$ cat config.mk
export PLATFORM = sky130hd
export DESIGN_NAME = alu4_arbiter
export DESIGN_NICKNAME = d
export VERILOG_FILES = /design/src/rtl/alu_pkg.sv /design/src/rtl/rr_arb2.sv /design/src/rtl/alu4_arbiter.sv
export SDC_FILE = /design/constraint.sdc
export NUM_CORES = 1
export LEC_CHECK = 0
export BUFFER_PORTS_ARGS = -buffer_cell sky130_fd_sc_hd__clkbuf_2
export CORE_AREA = 4 4 57 59
export CTS_BUF_LIST = sky130_fd_sc_hd__clkbuf_8
export DETAILED_ROUTE_END_ITERATION = 12
export DIE_AREA = 0 0 61 63
export PLACE_DENSITY = 0.71
export SYNTH_ARGS = -nofsm -noshare
export SYNTH_HDL_FRONTEND = slang
export SYNTH_SLANG_ARGS = --single-unit
$ cat constraint.sdc
create_clock -name clk -period 1.2 [get_ports clk]
set_input_delay 0.24 -clock clk [delete_from_list [all_inputs] [get_ports clk]]
set_output_delay 0.24 -clock clk [all_outputs]
set_load 0.01 [all_outputs]
$ cat src/rtl/alu_pkg.sv
// Shared definitions for the 4-bit ALU sequencer: op encodings, FSM states,
// and the carry-in rule for the subtract-based ops.
package alu_pkg;

  localparam logic [2:0] OP_ADD = 3'b000;
  localparam logic [2:0] OP_SUB = 3'b001;
  localparam logic [2:0] OP_NOT = 3'b010;
  localparam logic [2:0] OP_AND = 3'b011;
  localparam logic [2:0] OP_OR  = 3'b100;
  localparam logic [2:0] OP_XOR = 3'b101;
  localparam logic [2:0] OP_SLT = 3'b110;
  localparam logic [2:0] OP_EQ  = 3'b111;

  typedef enum logic [1:0] {
    IDLE = 2'd0,
    EXEC = 2'd1,
    HOLD = 2'd2
  } state_t;

  // The ALU forms a + ~b + 1 for these ops, so they need carry-in set.
  function automatic logic cin_for_op(input logic [2:0] op);
    return (op == OP_SUB) || (op == OP_SLT) || (op == OP_EQ);
  endfunction

endpackage

$ cat src/rtl/rr_arb2.sv
// Two-input round-robin grant. A tie goes to the client that did not win
// last; last_grant resets to 1 so client 0 wins the first tie.
module rr_arb2 (
  input  logic       clk,
  input  logic       rst,
  input  logic       en,
  input  logic [1:0] valid,
  output logic [1:0] grant
);

  logic last_grant;

  always_comb begin
    grant = 2'b00;
    if (en) begin
      case (valid)
        2'b01:   grant = 2'b01;
        2'b10:   grant = 2'b10;
        2'b11:   grant = last_grant ? 2'b01 : 2'b10;
        default: grant = 2'b00;
      endcase
    end
  end

  always_ff @(posedge clk) begin
    if (rst) begin
      last_grant <= 1'b1;
    end else if (|grant) begin
      last_grant <= grant[1];
    end
  end

endmodule

$ cat src/rtl/alu4_arbiter.sv
// Sequencer plus two-client round-robin front end for the shared combinational
// 4-bit ALU: accept one request, run it for one cycle, return registered result.
module alu4_arbiter
  import alu_pkg::*;
#(
  parameter int WIDTH = 4
) (
  input  logic             clk,
  input  logic             rst,
  input  logic             req0_valid,
  output logic             req0_ready,
  input  logic [WIDTH-1:0] req0_a,
  input  logic [WIDTH-1:0] req0_b,
  input  logic [2:0]       req0_op,
  input  logic             req1_valid,
  output logic             req1_ready,
  input  logic [WIDTH-1:0] req1_a,
  input  logic [WIDTH-1:0] req1_b,
  input  logic [2:0]       req1_op,
  output logic             rsp_valid,
  input  logic             rsp_ready,
  output logic             rsp_id,
  output logic [WIDTH-1:0] rsp_result,
  output logic             rsp_zero,
  output logic             rsp_overflow,
  output logic             rsp_carry,
  output logic [WIDTH-1:0] alu_a,
  output logic [WIDTH-1:0] alu_b,
  output logic [2:0]       alu_op,
  output logic             alu_cin,
  input  logic [WIDTH-1:0] alu_result,
  input  logic             alu_zero,
  input  logic             alu_overflow,
  input  logic             alu_carry,
  output logic [1:0]       state_dbg
);

  // Handshake: a request transfers on a rising edge where reqN_valid and
  // reqN_ready are both 1; a response retires on an edge where rsp_valid and
  // rsp_ready are both 1. Requesters keep valid and operands stable until ready.

  state_t           state_q, state_d;
  logic [1:0]       grant;
  logic             arb_en;
  logic             accept;
  logic [WIDTH-1:0] a_q, b_q;
  logic [2:0]       op_q;
  logic             id_q;

  assign arb_en = (state_q == IDLE) && !rst;

  rr_arb2 u_arb (
    .clk   (clk),
    .rst   (rst),
    .en    (arb_en),
    .valid ({req1_valid, req0_valid}),
    .grant (grant)
  );

  assign req0_ready = grant[0];
  assign req1_ready = grant[1];
  assign accept     = |grant;

  assign alu_a     = a_q;
  assign alu_b     = b_q;
  assign alu_op    = op_q;
  assign alu_cin   = cin_for_op(op_q);
  assign state_dbg = state_q;

  always_ff @(posedge clk) begin
    if (rst) begin
      state_q <= IDLE;
    end else begin
      state_q <= state_d;
    end
  end

  always_comb begin
    state_d = state_q;
    case (state_q)
      IDLE:    if (accept) state_d = EXEC;
      EXEC:    state_d = HOLD;
      HOLD:    if (rsp_ready) state_d = IDLE;
      default: state_d = IDLE;
    endcase
  end

  // Operand capture happens only on a grant, so alu_* never see the live
  // request ports and stay stable for the full EXEC cycle.
  always_ff @(posedge clk) begin
    if (rst) begin
      a_q  <= '0;
      b_q  <= '0;
      op_q <= '0;
      id_q <= 1'b0;
    end else if (accept) begin
      a_q  <= grant[1] ? req1_a  : req0_a;
      b_q  <= grant[1] ? req1_b  : req0_b;
      op_q <= grant[1] ? req1_op : req0_op;
      id_q <= grant[1];
    end
  end

  always_ff @(posedge clk) begin
    if (rst) begin
      rsp_valid    <= 1'b0;
      rsp_id       <= 1'b0;
      rsp_result   <= '0;
      rsp_zero     <= 1'b0;
      rsp_overflow <= 1'b0;
      rsp_carry    <= 1'b0;
    end else if (state_q == EXEC) begin
      rsp_valid    <= 1'b1;
      rsp_id       <= id_q;
      rsp_result   <= alu_result;
      rsp_zero     <= alu_zero;
      rsp_overflow <= alu_overflow;
      rsp_carry    <= alu_carry;
    end else if ((state_q == HOLD) && rsp_ready) begin
      rsp_valid <= 1'b0;
    end
  end

endmodule

# [Yosys cells after proc, flatten, opt, wreduce, memory -nomap -nowiden]
# Cells that the tools add are included.
# W data, S select, Z words.
[word_totals] regBits=24 input_bits=34
[classes] n_eq_ne=10 muxes=11 n_reduce_logical=9
[op_table] op="$pmux W2 S3" count=2
[op_table] op="$mux W2" count=4
[op_table] op="$mux W4" count=2
[op_table] op="$eq A2 B2 Y1 const B" count=3
[op_table] op="$eq A3 B3 Y1 const B" count=2
[op_table] op="$eq A2 B1 Y1 const B" count=2
[op_table] op="$ne A2 B2 Y1 const B" count=2
[op_table] op="$eq A3 B1 Y1 const B" count=1
[op_table] op="$mux W3" count=1
[op_table] op="$logic_and A1 B1 Y1" count=2
[op_table] op="$logic_not A2 Y1" count=1
[op_table] op="$logic_or A1 B1 Y1" count=2
[op_table] op="$mux W1" count=2
[op_table] op="$reduce_and A2 Y1" count=1
[op_table] op="$reduce_bool A2 Y1" count=1
[op_table] op="$reduce_or A2 Y1" count=1
[op_table] op="$logic_not A1 Y1" count=1

# [Logic depth before layout (Yosys ltp)]
# Gate-level depths: netlist of the first run.
[logic_depth] ltp_word=6 mapped_depth=5

# [Cells and area by module]
# Synthesis of the first run repeated with hierarchy kept, for this count alone.
[hier_totals] cells_unflattened=111 area_unflattened_um2=1052.3
[modules_own_cells] mod="alu4_arbiter" n_inst=1 cells_each=103 area_each_um2=993.5
[modules_own_cells] mod="rr_arb2" n_inst=1 cells_each=8 area_each_um2=58.8

# [Worst setup path before layout of the first run]
# Ideal clock, no wire load.
[synth_timing] kind="register to output" start="register state_q[1] (netlist: state_dbg[1])" end="output req1_ready" arrival_ns=1.121 required_time_ns=0.960 path_slack_ns=-0.161 path_stages_with_launch=4 n_path_buf=1 cell_sequence="dfxtp_1 -> or3_4 -> buf_6 -> nor2_1"
[synth_between] elab_chain_cells=3
[synth_lines] item="start, declared" line="alu4_arbiter.sv:42" rtl="state_t state_q, state_d;"
[synth_lines] item="start signal, assigned" line="alu4_arbiter.sv:74" rtl="state_q <= state_d;"
[synth_lines] item="$logic_not A2 Y1" line="alu4_arbiter.sv:50" rtl="assign arb_en = (state_q == IDLE) && !rst;"
[synth_lines] item="$logic_and A1 B1 Y1" line="alu4_arbiter.sv:50"
[synth_lines] item="$mux W2" line="rr_arb2.sv:15" rtl="if (en) begin"
[synth_lines] item="end, declared" line="alu4_arbiter.sv:16" rtl="output logic req1_ready,"
# No other way between the ends.

# [Worst setup path after layout of the first run]
[layout_timing] start="register state_q[0] (netlist: state_dbg[0])" end="output req1_ready"
# Same word-level chain as after synthesis.

==> results of run 1 <==
## sequential cells by signal, indices dropped and copies added (netlist names)
name,cells
rsp_zero,1
alu_op,3
rsp_valid,1
rsp_overflow,1
rsp_result,4
rsp_carry,1
alu_a,4
u_arb.last_grant,1
rsp_id,1
id_q,1
state_dbg,2
alu_b,4
## cells in the mapped netlist
library cell,number
buf_1,1
o32ai_1,1
nand2b_1,1
nand3_1,11
o21ai_0,13
buf_2,4
a311oi_1,11
a211oi_2,1
or3_4,1
a21oi_1,21
or3b_2,1
and2_1,1
nand3b_1,1
a21bo_2,1
buf_6,2
or2_1,1
nor2_1,3
nand2_1,19
buf_4,1
clkbuf_1,4
a21boi_2,1
inv_1,3
dfxtp_1,24
nor3_4,1
and2b_1,1
## path summary, 6_finish.rpt
check	from	slack, ns	depth (start not counted)	end
min reg2reg	rsp_result[1]$_SDFFE_PP0P_	0.46	2	rsp_result[1]$_SDFFE_PP0P_
max reg2reg	state_dbg[0]$_SDFFE_PP0P_	-0.22	5	alu_a[2]$_SDFFE_PP0P_
min	alu_result[1]	0.19	3	rsp_result[1]$_SDFFE_PP0P_
max	state_dbg[0]$_SDFFE_PP0P_	-0.39	4	req1_ready
## metal layers
metal	part of all wire	wire length, um	vias to the layer above
li1	-	-	612
met1	0.41	1460	613
met2	0.51	1830	46
met3	0.064	226	6
met4	0.013	45	0
met5	0	0	-
## power by group
| group | internal [mW] | switching [mW] |
|---|---|---|
| sequential | 0.867 | 0.0425 |
| clock | 0.446 | 0.260 |
| combinational | 0.291 | 0.305 |
| total | 1.60 | 0.608 |
## critical path, stage by stage, from the launching register on
cell and delay, ns:
dfxtp_2 0.33, or3_4 0.40, buf_4 0.16, nor2_4 0.10, buf_6 0.11
## final cells by class
cell class / count / area (um2) / area share
clock buffers: 3 / 41.3 / 0.0242
flip-flops and latches: 24 / 485 / 0.285
inverters: 3 / 11.3 / 0.00660
repair buffers: 81 / 510 / 0.299
clock inverters: 1 / 30.0 / 0.0176
multi-input cells: 91 / 588 / 0.345
well taps: 31 / 38.8 / 0.0227
## cell families (layout without fill, tap and decap cells)
family                 count (synthesis)  after routing  share of synthesized area
AOI/OAI and AO/OA                     49             49                      0.287
and+or+nand+nor                       41             42                      0.193
DFF                                   24             24                      0.446
buffers and inverters                 15             88                     0.0743
## what timing repair did
action | in CTS | in global routing
setup buffers | 3 | 1
endpoints found under the setup margin | 17 | 28
resized for setup | 18 | 20
cloned | 3 | 1
hold buffers | 0 | 0
pin swaps | 9 | 1
## per-stage QoR
stage	hold slack, ns	power, mW
after detailed placement	0.449	1.41
final	0.186	2.21
after CTS	0.184	2.18
after global routing	0.201	2.31
after global placement	0.440	1.40
after floorplan	0.376	1.20
==> results.yml, run 1 <==
global_routing:
  met3_usage: 0.0269
  top_usage_layer: "met2"
  globalRouteMet1Util: 0.224
  grt_pass1_wl_um: 5400
  track_usage: 0.180
  grt_pass1_vias: 1260
  antenna_found_initial: 0
  grtUsageMet2: 0.307
  grt_max_degree: 24
  grt_overflow: 0
run_status:
  failed_checks: "negative setup slack"
  outcome: "finished with violations"
finish:
  fin_nets: 238
  fin_area_um2: 1710
  areaGrowthSynthToFinish_pct: 58.3
  final_cells: 234
  mostFrequentLayoutCell: "clkbuf_2"
  diodes: 0
  fin_util: 0.629
  layout_common_cells: "clkbuf_2 (55), dfxtp_1 (20), nand2_1 (19), a21oi_1 (19), buf_4 (16)"
  fillers: 254
  drive_above_1_share: 0.542
placement:
  io_buffers: 58
  placed_area_um2: 1490
  post-place-ws_ns: -0.200
  dp_hpwl_um: 2460
  dpl.cell_count: 222
  gp_congestion: 0.740
power_and_ir_drop:
  power_density_nw_per_um2: 1300
  p_leak_nw: 0.758
  vdd_drop_max_mv: 0.890
synthesis:
  synth_area_leaders: "dfxtp_1 (45%), a21oi_1 (9.8%), a311oi_1 (8.9%)"
  avgSynthCellArea_um2: 8.35
  synth.largest_area_cell: "dfxtp_1"
  yosysWarnings: 0
  synth.distinct_cells: 25
  syn_area_um2: 1080
  syn-num-nets: 163
  post-synth-top-area-fraction: 0.446
  syn_inst: 129
  ys_seq_area_frac: 0.446
  synth-seq-cells: 24
detailed_routing:
  wl_per_cell_um: 15.2
  vias: 1277
  drc: 0
  dr.pass1.iters: 4
  wl_um: 3560
  antenna_left: 0
  drtIter0Drc: 72
  routed_via_density: 5.46
timing:
  max_slew_margin: 0.771
  finalCritPeriodShare: 1.33
  fmax_mhz: 629
  finalCriticalPeriod_ns: 1.59
  rsz0062_at_grt: "yes"
  tns_ns: -3.11
  fin_skew_ns: 0.000746
  setup_violations: 16
  drv_slew: 0
  worst_slack_ns: -0.390
  tightest_slew_ns: 0.343
  finalHoldViolations: 0
floorplan:
  fp.dieArea_um2: 3840
  die_x_um: 61
  dieHeight_um: 63
  io-pin-count: 59
  start_util: 0.398
  coreArea_um2: 2710
  rows: 19
clock_tree:
  cts_max_level: 1
  cts_tree: "done"
  path_clk_slew_ns: 0.08
  clock-root-buffer: "clkbuf_8"
  cts_buffers: 3
  clockBufferDepth: 2
  insertion_delay_ns: 0.26
  clock_sinks: 24
worst_setup_path:
  worst_setup_path_start_kind: "flip-flop"
  critPathRequiredTime_ns: 0.96
  critical_path.max_fanout: 2
  path_class: "reg -> out"
  worstSetupEndpointType: "output pin"
  cp.arrival_ns: 1.35
hold_path:
  holdCritPathClass: "in -> reg"
job:
  cap_violations: 0
Note: power is estimated with default switching activity, not from simulation.
==> inputs of run 2 (changes only) <==
- CORE_AREA: 4 4 57 59 -> 4 4 52 54
- DIE_AREA: 0 0 61 63 -> 0 0 56 58
- PLACE_DENSITY: 0.71 -> 0.82
- clock period: 1.2 -> 1.9 ns (I/O delays scaled with it)
==> run 2 against run 1 <==
The run now ends clean. Via count is 9.1% lower. Design area is 15% lower. First-iteration DRC count fell by 75%. Final cell count decreased by 9.4%. Core utilization is 2.7 points higher. Non-clock buffer count shrank 18. Clock power shrank 37%. Sequential cell count stayed put. Worst setup slack better by 0.48 ns. Count of clock-buffer cells in the layout stayed put. Combinational power down 55%. Global-route usage rose by 0.095 points.
==> results.yml, run 2 (synthesis gave the netlist of run 1 again) <==
clock_tree:
  cts_max_level: 1
  clock-root-buffer: "clkbuf_8"
  hold_buffers: 0
  cts_buffers: 3
  cts_tree: "done"
  path_clk_slew_ns: 0.09
  clock_sinks: 24
  insertion_delay_ns: 0.26
  clockBufferDepth: 2
hold_path:
  hold_depth: 3
  hold_start: "alu_result[2]"
  whs_endpoint: "rsp_result[2]$_SDFFE_PP0P_"
  holdCritPathClass: "in -> reg"
detailed_routing:
  wl_per_cell_um: 14.2
  vias: 1161
  antenna_left: 0
  dr.pass1.iters: 4
  routed_via_density: 5.48
  drc: 0
  wl_um: 3020
  drtIter0Drc: 18
placement:
  dp_hpwl_um: 2260
  gp_congestion: 0.780
  dpl.cell_count: 207
  post-place-ws_ns: 0.226
  io_buffers: 58
worst_setup_path:
  r2r-end: "alu_a[0]$_SDFFE_PP0P_"
  critPathRequiredTime_ns: 1.52
  r2r_cells: 4
  reg2reg_slack_ns: 0.45
  critical_path.max_fanout: 7
  worst_setup_path_start_kind: "flip-flop"
  worstSetupEndpointType: "output pin"
  cp.arrival_ns: 1.43
  r2r-start: "state_dbg[0]$_SDFFE_PP0P_"
  path_class: "reg -> out"
floorplan:
  io-pin-count: 59
  fp.dieArea_um2: 3250
  rows: 17
  start_util: 0.487
  coreArea_um2: 2210
  die_x_um: 56
  dieHeight_um: 58
global_routing:
  grt_pass1_vias: 1118
  grt_max_degree: 25
  grt_overflow: 0
  antenna_found_initial: 0
  grt_pass1_wl_um: 4800
  track_usage: 0.181
finish:
  mostFrequentLayoutCell: "clkbuf_2"
  areaGrowthSynthToFinish_pct: 34.7
  layout_common_cells: "clkbuf_2 (58), dfxtp_1 (23), a21oi_1 (21), nand2_1 (19), o21ai_0 (13)"
  fin_nets: 219
  final_cells: 212
  drive_above_1_share: 0.402
  diodes: 0
  fin_util: 0.656
power_and_ir_drop:
  seq_power_share: 0.447
  vdd_drop_max_mv: 0.520
  p_leak_nw: 0.640
  swShare: 0.270
  total_power_mw: 1.29
  p_int_mw: 0.944
  power_density_nw_per_um2: 891
  pwr-share-comb: 0.207
  power_switching_mw: 0.349
  clkPwrFrac: 0.346
timing:
  fmax_mhz: 552
  setup_violations: 0
  drv_slew: 0
  fin_skew_ns: 0.00342
  finalHoldViolations: 0
  max_slew_margin: 0.643
  worst_slack_ns: 0.0891
  tns_ns: 0
  finalCritPeriodShare: 0.953
  tightest_slew_ns: 0.532
  rsz0062_at_grt: "no"
  finalCriticalPeriod_ns: 1.81
run_status:
  outcome: "completed"
job:
  cap_violations: 0
## run 2: cell types whose count changed in the layout (fill, tap and decap cells not counted), moves of 2 or more
cell	delta
a21oi_1	+2
a21oi_2	-2
and2_4	-2
buf_4	-11
buf_6	-8
clkbuf_2	+3
dfxtp_1	+3
dfxtp_2	-3
nor2_1	+2
o21ai_0	+13
o21ai_1	-7
o21ai_2	-6
## run 2: worst max-delay path: stages, from the launching register on
cell and delay (ns):
dfxtp_2 0.37, or3_4 0.42, a211oi_4 0.21, clkbuf_2 0.17
## run 2: layout make-up
| cell class | instances | area, um2 |
|---|---|---|
| fill | 202 | 761 |
| multi-input combinational | 90 | 524 |
| sequential | 24 | 482 |
| timing repair buffer | 63 | 328 |
| clock buffer | 3 | 41.3 |
| tap | 28 | 35.0 |
| clock inverter | 1 | 30.0 |
| inverter | 3 | 11.3 |
## run 2: how the worst max path moves through the flow
stage / slack [ns] / endpoint / from
2_1_floorplan: 0.33 / req1_ready / rst
3_3_place_gp: 0.26 / req0_ready / rst
3_5_place_dp: 0.23 / req0_ready / rst
4_1_cts: 0.05 / req0_ready / state_dbg[0]$_SDFFE_PP0P_
5_1_grt: 0.02 / req0_ready / state_dbg[1]$_SDFFE_PP0P_
6_report: 0.09 / req0_ready / state_dbg[0]$_SDFFE_PP0P_
## run 2: timing repair
| item | in CTS | in global routing |
|---|---|---|
| setup endpoints to repair | 1 | 1 |
| pin swaps | 1 | 0 |
| buffers inserted | 1 | 0 |
| gates resized for setup | 1 | 1 |
## run 2: per-stage QoR
stage | cell area, um2 | hold WS [ns]
CTS | 1450 | 0.333
finish | 1450 | 0.333
global route | 1450 | 0.329
floorplan | 1080 | 0.432
global placement | 1360 | 0.442
detailed placement | 1360 | 0.449
## run 2: power by group through the flow
stage	Combinational, mW	Clock (mW)	Sequential [mW]
6_report	0.268	0.447	0.578
5_1_grt	0.297	0.469	0.584
4_1_cts	0.269	0.447	0.577
3_5_place_dp	0.260	0	0.589
3_3_place_gp	0.252	0	0.585
2_1_floorplan	0.144	0	0.603
## run 2: per-layer routing
| layer | vias up | wire [um] | track usage |
|---|---|---|---|
| li1 | 573 | - | - |
| met3 | 6 | 193 | 0.0423 |
| met1 | 541 | 1260 | 0.208 |
| met2 | 41 | 1510 | 0.321 |
| met4 | 0 | 53 | 0.0780 |
| met5 | - | 0 | 0 |
